$ cat src/rtl/perf_pkg.sv
// Shared types, defaults and helpers for the performance counter bank.
package perf_pkg;

  typedef enum logic {PERF_WRAP = 1'b0, PERF_SAT = 1'b1} perf_mode_t;

  localparam int PERF_DEFAULT_WIDTH = 32;
  localparam int PERF_DEFAULT_CH    = 4;

  // A select is never narrower than one bit, even for a single channel.
  function automatic int perf_sel_w(input int n);
    return (n > 1) ? $clog2(n) : 1;
  endfunction

endpackage

$ cat src/rtl/perf_counter_ch.sv
// One event counter channel: clear > load > increment, with wrap or saturate
// behaviour at all-ones and a sticky overflow flag.
module perf_counter_ch
  import perf_pkg::*;
#(
  parameter int WIDTH    = PERF_DEFAULT_WIDTH,
  parameter int SATURATE = 0
) (
  input  logic             clk,
  input  logic             reset,
  input  logic             clear,
  input  logic             load,
  input  logic [WIDTH-1:0] load_data,
  input  logic             inc,
  output logic [WIDTH-1:0] count,
  output logic             ovf
);

  localparam perf_mode_t       MODE     = (SATURATE != 0) ? PERF_SAT : PERF_WRAP;
  localparam logic [WIDTH-1:0] ALL_ONES = '1;

  logic [WIDTH-1:0] count_reg, count_next;
  logic             ovf_reg, ovf_next;

  always_comb begin
    count_next = count_reg;
    ovf_next   = ovf_reg;
    if (clear) begin
      count_next = '0;
      ovf_next   = 1'b0;
    end else if (load) begin
      // A load wins over a same-cycle event, which is dropped.
      count_next = load_data;
      ovf_next   = 1'b0;
    end else if (inc) begin
      if (count_reg == ALL_ONES) begin
        ovf_next   = 1'b1;
        count_next = (MODE == PERF_SAT) ? count_reg : '0;
      end else begin
        count_next = count_reg + WIDTH'(1);
      end
    end
  end

  always_ff @(posedge clk) begin
    if (reset) begin
      count_reg <= '0;
      ovf_reg   <= 1'b0;
    end else begin
      count_reg <= count_next;
      ovf_reg   <= ovf_next;
    end
  end

  assign count = count_reg;
  assign ovf   = ovf_reg;

endmodule

$ cat src/rtl/perf_counter_bank.sv
// Bank of NUM_CH performance counters with a registered one-cycle read port.
// Define PERF_COUNTER_SNAPSHOT_EN to add shadow registers captured by snap.
module perf_counter_bank
  import perf_pkg::*;
#(
  parameter  int NUM_CH   = PERF_DEFAULT_CH,
  parameter  int WIDTH    = PERF_DEFAULT_WIDTH,
  parameter  int SATURATE = 0,
  localparam int SEL_W    = perf_sel_w(NUM_CH)
) (
  input  logic              clk,
  input  logic              reset,
  input  logic [NUM_CH-1:0] inc,
  input  logic              clear_all,
  input  logic              wr_en,
  input  logic [SEL_W-1:0]  wr_sel,
  input  logic [WIDTH-1:0]  wr_data,
  input  logic              rd_en,
  input  logic [SEL_W-1:0]  rd_sel,
  input  logic              snap,
  output logic [WIDTH-1:0]  rd_data,
  output logic              rd_valid,
  output logic [NUM_CH-1:0] ovf
);

  logic [WIDTH-1:0] count  [NUM_CH];
  logic [WIDTH-1:0] rd_src [NUM_CH];
  logic [WIDTH-1:0] rd_mux;
  logic [WIDTH-1:0] rd_data_reg;
  logic             rd_valid_reg;

  for (genvar gi = 0; gi < NUM_CH; gi++) begin : g_ch
    logic load;
    // Out-of-range selects match no channel, so such loads are ignored.
    assign load = wr_en && (wr_sel == SEL_W'(gi));

    perf_counter_ch #(
      .WIDTH    (WIDTH),
      .SATURATE (SATURATE)
    ) u_ch (
      .clk       (clk),
      .reset     (reset),
      .clear     (clear_all),
      .load      (load),
      .load_data (wr_data),
      .inc       (inc[gi]),
      .count     (count[gi]),
      .ovf       (ovf[gi])
    );

`ifdef PERF_COUNTER_SNAPSHOT_EN
    // Shadows survive clear_all; only reset zeroes them.
    logic [WIDTH-1:0] shadow_reg;
    always_ff @(posedge clk) begin
      if (reset) begin
        shadow_reg <= '0;
      end else if (snap) begin
        shadow_reg <= count[gi];
      end
    end
    assign rd_src[gi] = shadow_reg;
`else
    assign rd_src[gi] = count[gi];
`endif
  end

`ifndef PERF_COUNTER_SNAPSHOT_EN
  logic unused_snap;
  assign unused_snap = snap;
`endif

  // Unmatched (out-of-range) selects read as zero.
  always_comb begin
    rd_mux = '0;
    for (int i = 0; i < NUM_CH; i++) begin
      if (rd_sel == SEL_W'(i)) begin
        rd_mux = rd_src[i];
      end
    end
  end

  always_ff @(posedge clk) begin
    if (reset) begin
      rd_data_reg  <= '0;
      rd_valid_reg <= 1'b0;
    end else begin
      rd_valid_reg <= rd_en;
      if (rd_en) begin
        rd_data_reg <= rd_mux;
      end
    end
  end

  assign rd_data  = rd_data_reg;
  assign rd_valid = rd_valid_reg;

endmodule

$ cat config.mk
export PLATFORM = sky130hd
export DESIGN_NAME = perf_counter_bank
export DESIGN_NICKNAME = d
export VERILOG_FILES = /design/src/rtl/perf_pkg.sv /design/src/rtl/perf_counter_ch.sv /design/src/rtl/perf_counter_bank.sv
export SDC_FILE = /design/constraint.sdc
export NUM_CORES = 1
export LEC_CHECK = 0
export BUFFER_PORTS_ARGS = -buffer_cell sky130_fd_sc_hd__buf_4
export CORE_MARGIN = 10
export CORE_UTILIZATION = 31
export CTS_BUF_LIST = sky130_fd_sc_hd__clkbuf_4
export DETAILED_ROUTE_END_ITERATION = 16
export SETUP_SLACK_MARGIN = 0.05
export SYNTH_ARGS = -nofsm -noshare
export SYNTH_HDL_FRONTEND = slang
export SYNTH_HIERARCHICAL = 1
export SYNTH_SLANG_ARGS = --single-unit
$ cat constraint.sdc
create_clock -name clk -period 2.6 [get_ports clk]
set_clock_uncertainty 0.05 [all_clocks]
set_input_delay 0.26 -clock clk [delete_from_list [all_inputs] [get_ports clk]]
set_output_delay 0.26 -clock clk [all_outputs]
set_load 0.01 [all_outputs]
==> flow_summary.rst <==
.. list-table::
   :header-rows: 1

   * - Metric
     - Value
   * - Status
     - completed
   * - Endpoint class of the critical path
     - flip-flop
   * - Core region area
     - 32,700 sq um
   * - Clock-pin slew reported for the worst setup and hold paths after clock tree synthesis
     - around 0.16 ns
   * - Category of cells accounting for the largest share of critical-path delay
     - simple AND/OR/NAND/NOR gates
   * - H-tree Lvls
     - 4
   * - Count of TritonRoute iterations in the first routing pass
     - 5
   * - Cell-by-cell trace of the critical path
     - ha_1 > nand4_1 > or4_4 > nor4_4 > o21ai_1 > a221oi_1 > nor2_1
   * - Placer's final routability congestion estimate
     - 0.963
   * - Classification of the worst-slack hold path
     - input pin to flip-flop
   * - Syn_area_per_cell
     - 8.28 sq um
   * - Commonest register cell after synthesis
     - sky130_fd_sc_hd__dfxtp_1
   * - Die extent in y
     - between 200 and 250 um
   * - TritonCTS buffer count
     - 17
   * - Post-Route Utilization
     - between 30% and 40%
   * - 1st-iter DRT viols
     - 976
   * - CP max stage cell
     - sky130_fd_sc_hd__or4_4
   * - Total via count in the routed design
     - roughly 11,000
   * - Cell area after synthesis
     - 10,300 sq um
   * - Dominant cell type by area after synthesis
     - sky130_fd_sc_hd__dfxtp_1
   * - Initial core utilization
     - 31.6%
   * - WP data required
     - around 3 ns
   * - Highest Clock Rate
     - roughly 420 MHz
   * - Final period demand of the worst path
     - roughly 2.4 ns
   * - Fraction of post-synthesis cell area in the top cell type by area
     - between 30% and 40%
   * - Critical path class
     - flip-flop to flip-flop
   * - IO buf count
     - 81
   * - Critical path's largest stage delay
     - just under 0.6 ns
   * - Routed wire length
     - approximately 42,000 um
   * - Max IR drop VDD
     - 246 uV
   * - Buffers and inverters on the worst path
     - 0
   * - RSZ-0062 raised after global routing
     - false
   * - Total setup violations reported at the end of the flow
     - 0
   * - Largest net degree at the start of global routing
     - 36
   * - Critical Path Source Type
     - flip-flop
   * - Max reg flops
     - approximately 130
   * - Antenna violation net count after detailed routing
     - 0
   * - Area overhead of the layout relative to synthesis
     - 18.7%
   * - Number of antenna violations at the first check in global routing
     - 1
   * - Setup_tns
     - 0 ns
   * - Uppermost layer routed
     - met4
   * - Number of placement rows
     - 66
   * - Average routed wire per standard cell
     - 23.2 um
   * - Tightest Pin Transition
     - approximately 0.95 ns
   * - Number of design rule violations left after detail routing
     - 0
   * - Number of cells produced by synthesis
     - between 1,000 and 1,500
   * - Clk buf depth
     - 2
   * - Max Transition Viols Final
     - 0
   * - Drt via density
     - about 5.9
   * - Sum of routed wire segments on met1
     - around 18,000 um
   * - Die width
     - between 200 and 250 um
   * - Synthesis warning total
     - 6
   * - Skew-Pair Late Insertion Delay
     - 0.58 ns
   * - Library cells used by synthesis
     - 58
   * - Critical path peak fanout
     - 6
   * - Power per unit of standard cell area
     - about 400 nW/um^2
   * - Setup slack of the most critical reg-to-reg path
     - between 0.2 and 0.25 ns
   * - Residual overflow from global routing
     - 0
   * - Sequential-to-total area share from yosys stat
     - between 30% and 40%
   * - Largest cells by area after synthesis
     - sky130_fd_sc_hd__dfxtp_1 32%, sky130_fd_sc_hd__mux2i_1 6.6%, sky130_fd_sc_hd__o221ai_2 4.4%
   * - Fraction of final layout cells with drive strength greater than 1
     - 19.8%
   * - Count of filler cells inserted in the layout
     - roughly 3,500
   * - Via count of the first global-routing pass
     - just over 10,000
   * - Overall routing resource usage
     - 19.9%
   * - Setup repair bufs after CTS
     - 0
   * - Maximum Capacitance Violations
     - 0
   * - Wire length on met2
     - 19,300 um
   * - Number of enable-type register cells in the synthesized netlist
     - 0
   * - Area enclosed by the die boundary
     - slightly above 40,000 sq um
   * - CTS root buf
     - sky130_fd_sc_hd__clkbuf_4
   * - Count of endpoints failing hold in the final timing report
     - 0
   * - Post-Synthesis Net Count
     - ~1,300
   * - Final Cycle Share
     - between 90% and 100%
   * - Max transition margin
     - between 30% and 40%
   * - Clock tree from TritonCTS
     - yes
   * - Number of nets in the finished design
     - around 1,400
   * - I/O pin total
     - 83
   * - Wire length of the first global-routing pass
     - between 60,000 and 70,000 um
   * - FFs w/ async S/R, synth
     - 0%
   * - Worst endpoint data arrival time
     - roughly 2.8 ns
   * - Met3 wire length
     - 3650 um
   * - Leakage power
     - 4.29 nW
   * - Clk sink count
     - around 170
   * - Seq cells post-synth
     - about 170
   * - HPWL Detailed
     - 32,000 um
## cell type report
class | count | area, sq um | area share, %
Clock inverter | 15 | 153 | 1.24
Timing Repair Buffer | 178 | 1420 | 11.6
Inverter | 12 | 45.0 | 0.367
Tap cell | 442 | 553 | 4.50
Clock buffer | 17 | 128 | 1.04
Sequential cell | 165 | 3300 | 26.9
Multi-Input combinational cell | 996 | 6680 | 54.4
Antenna cell | 1 | 2.50 | 0.0204
## per-layer routing
metal	vias to the layer above	GRT usage (%)
met2	518	31.5
li1	4986	-
met1	5189	26.1
met5	-	0
met3	52	4.14
met4	0	7.27
## worst reg2reg max path, stage by stage, from the launching register on
cell and delay [ns]:
sky130_fd_sc_hd__dfxtp_1 0.48, sky130_fd_sc_hd__ha_1 0.30, sky130_fd_sc_hd__nand4_1 0.15, sky130_fd_sc_hd__or4_4 0.58, sky130_fd_sc_hd__nor4_4 0.31, sky130_fd_sc_hd__o21ai_1 0.10
sky130_fd_sc_hd__a221oi_1 0.28, sky130_fd_sc_hd__nor2_1 0.07
## final timing paths
check / startpoint / endpoint / cells after the start
setup / recovery: g_ch[2].u_ch/count[1] / g_ch[2].u_ch/count[7] / 7
hold / removal: wr_data[14] / g_ch[3].u_ch/count[14] / 3
setup reg to reg: g_ch[2].u_ch/count[1] / g_ch[2].u_ch/count[7] / 7
hold reg to reg: g_ch[0].u_ch/ovf / g_ch[0].u_ch/ovf / 2
## metrics by stage
step | std cells | hold WS, ns | area (sq um) | setup slack [ns] | power, mW
global route | 1826 | 0.0107 | 12300 | 0.0810 | 5.09
detailed placement | 1765 | 0.435 | 11700 | 0.226 | 3.30
CTS | 1824 | 0.00729 | 12300 | 0.195 | 4.93
finish | 1826 | 0.0458 | 12300 | 0.201 | 4.91
floorplan | 1249 | 0.348 | 10300 | 0.433 | 3.00
global placement | 1765 | 0.434 | 11700 | 0.229 | 3.30
## what timing repair did
action / CTS / global route
hold buffers: 27 / 1
gates resized for setup: 0 / 2
endpoints found under the hold margin: 98 / 1
setup endpoints to repair: 0 / 3
## cells by family (layout without fill, tap and decap cells)
group	Yosys count	in the layout	share of synthesized area, %
buf+inv	88	222	3.68
compound gates	296	296	21.0
mux	68	68	6.58
flops	165	165	31.9
xor+xnor	68	68	5.76
fa+ha+maj	4	4	0.484
other cells	0	1	0
simple gates	560	560	30.6
## cells in the mapped netlist (all sizes together) (28+ instances only)
library cell	number
nor2	101
o221ai	32
nand3	80
xnor2	40
dfxtp	165
nor3	40
clkbuf	54
nand2	105
mux2i	68
nor4	32
and3	45
o21ai	56
xor2	28
nand4	52
a21oi	76
or3b	33
## where the power goes
part           switching (mW)  leakage (nW)  total (mW)  internal [mW]
clock network            1.04         0.146        1.61          0.576
logic                   0.426          2.81       0.658          0.232
registers              0.0674          1.33        2.64           2.57
## cell usage in the layout (no fill, tap or decap), types with 13 or more instances in the layout
master / instances
sky130_fd_sc_hd__o21ai_0: 32
sky130_fd_sc_hd__o21ai_1: 24
sky130_fd_sc_hd__a31oi_1: 20
sky130_fd_sc_hd__and3_1: 45
sky130_fd_sc_hd__nand4_1: 48
sky130_fd_sc_hd__mux2i_1: 68
sky130_fd_sc_hd__nor4_1: 24
sky130_fd_sc_hd__clkbuf_4: 17
sky130_fd_sc_hd__nand3_1: 80
sky130_fd_sc_hd__o221ai_2: 30
sky130_fd_sc_hd__dlygate4sd3_1: 28
sky130_fd_sc_hd__xor2_1: 28
sky130_fd_sc_hd__nand2_1: 105
sky130_fd_sc_hd__nor3_1: 38
sky130_fd_sc_hd__dfxtp_1: 165
sky130_fd_sc_hd__nand3b_1: 13
sky130_fd_sc_hd__xnor2_1: 40
sky130_fd_sc_hd__a221oi_1: 20
sky130_fd_sc_hd__nor2_1: 100
sky130_fd_sc_hd__and4_1: 16
sky130_fd_sc_hd__or3b_2: 33
sky130_fd_sc_hd__buf_4: 149
sky130_fd_sc_hd__a21oi_1: 76
Power figures use the tool's default switching activity.
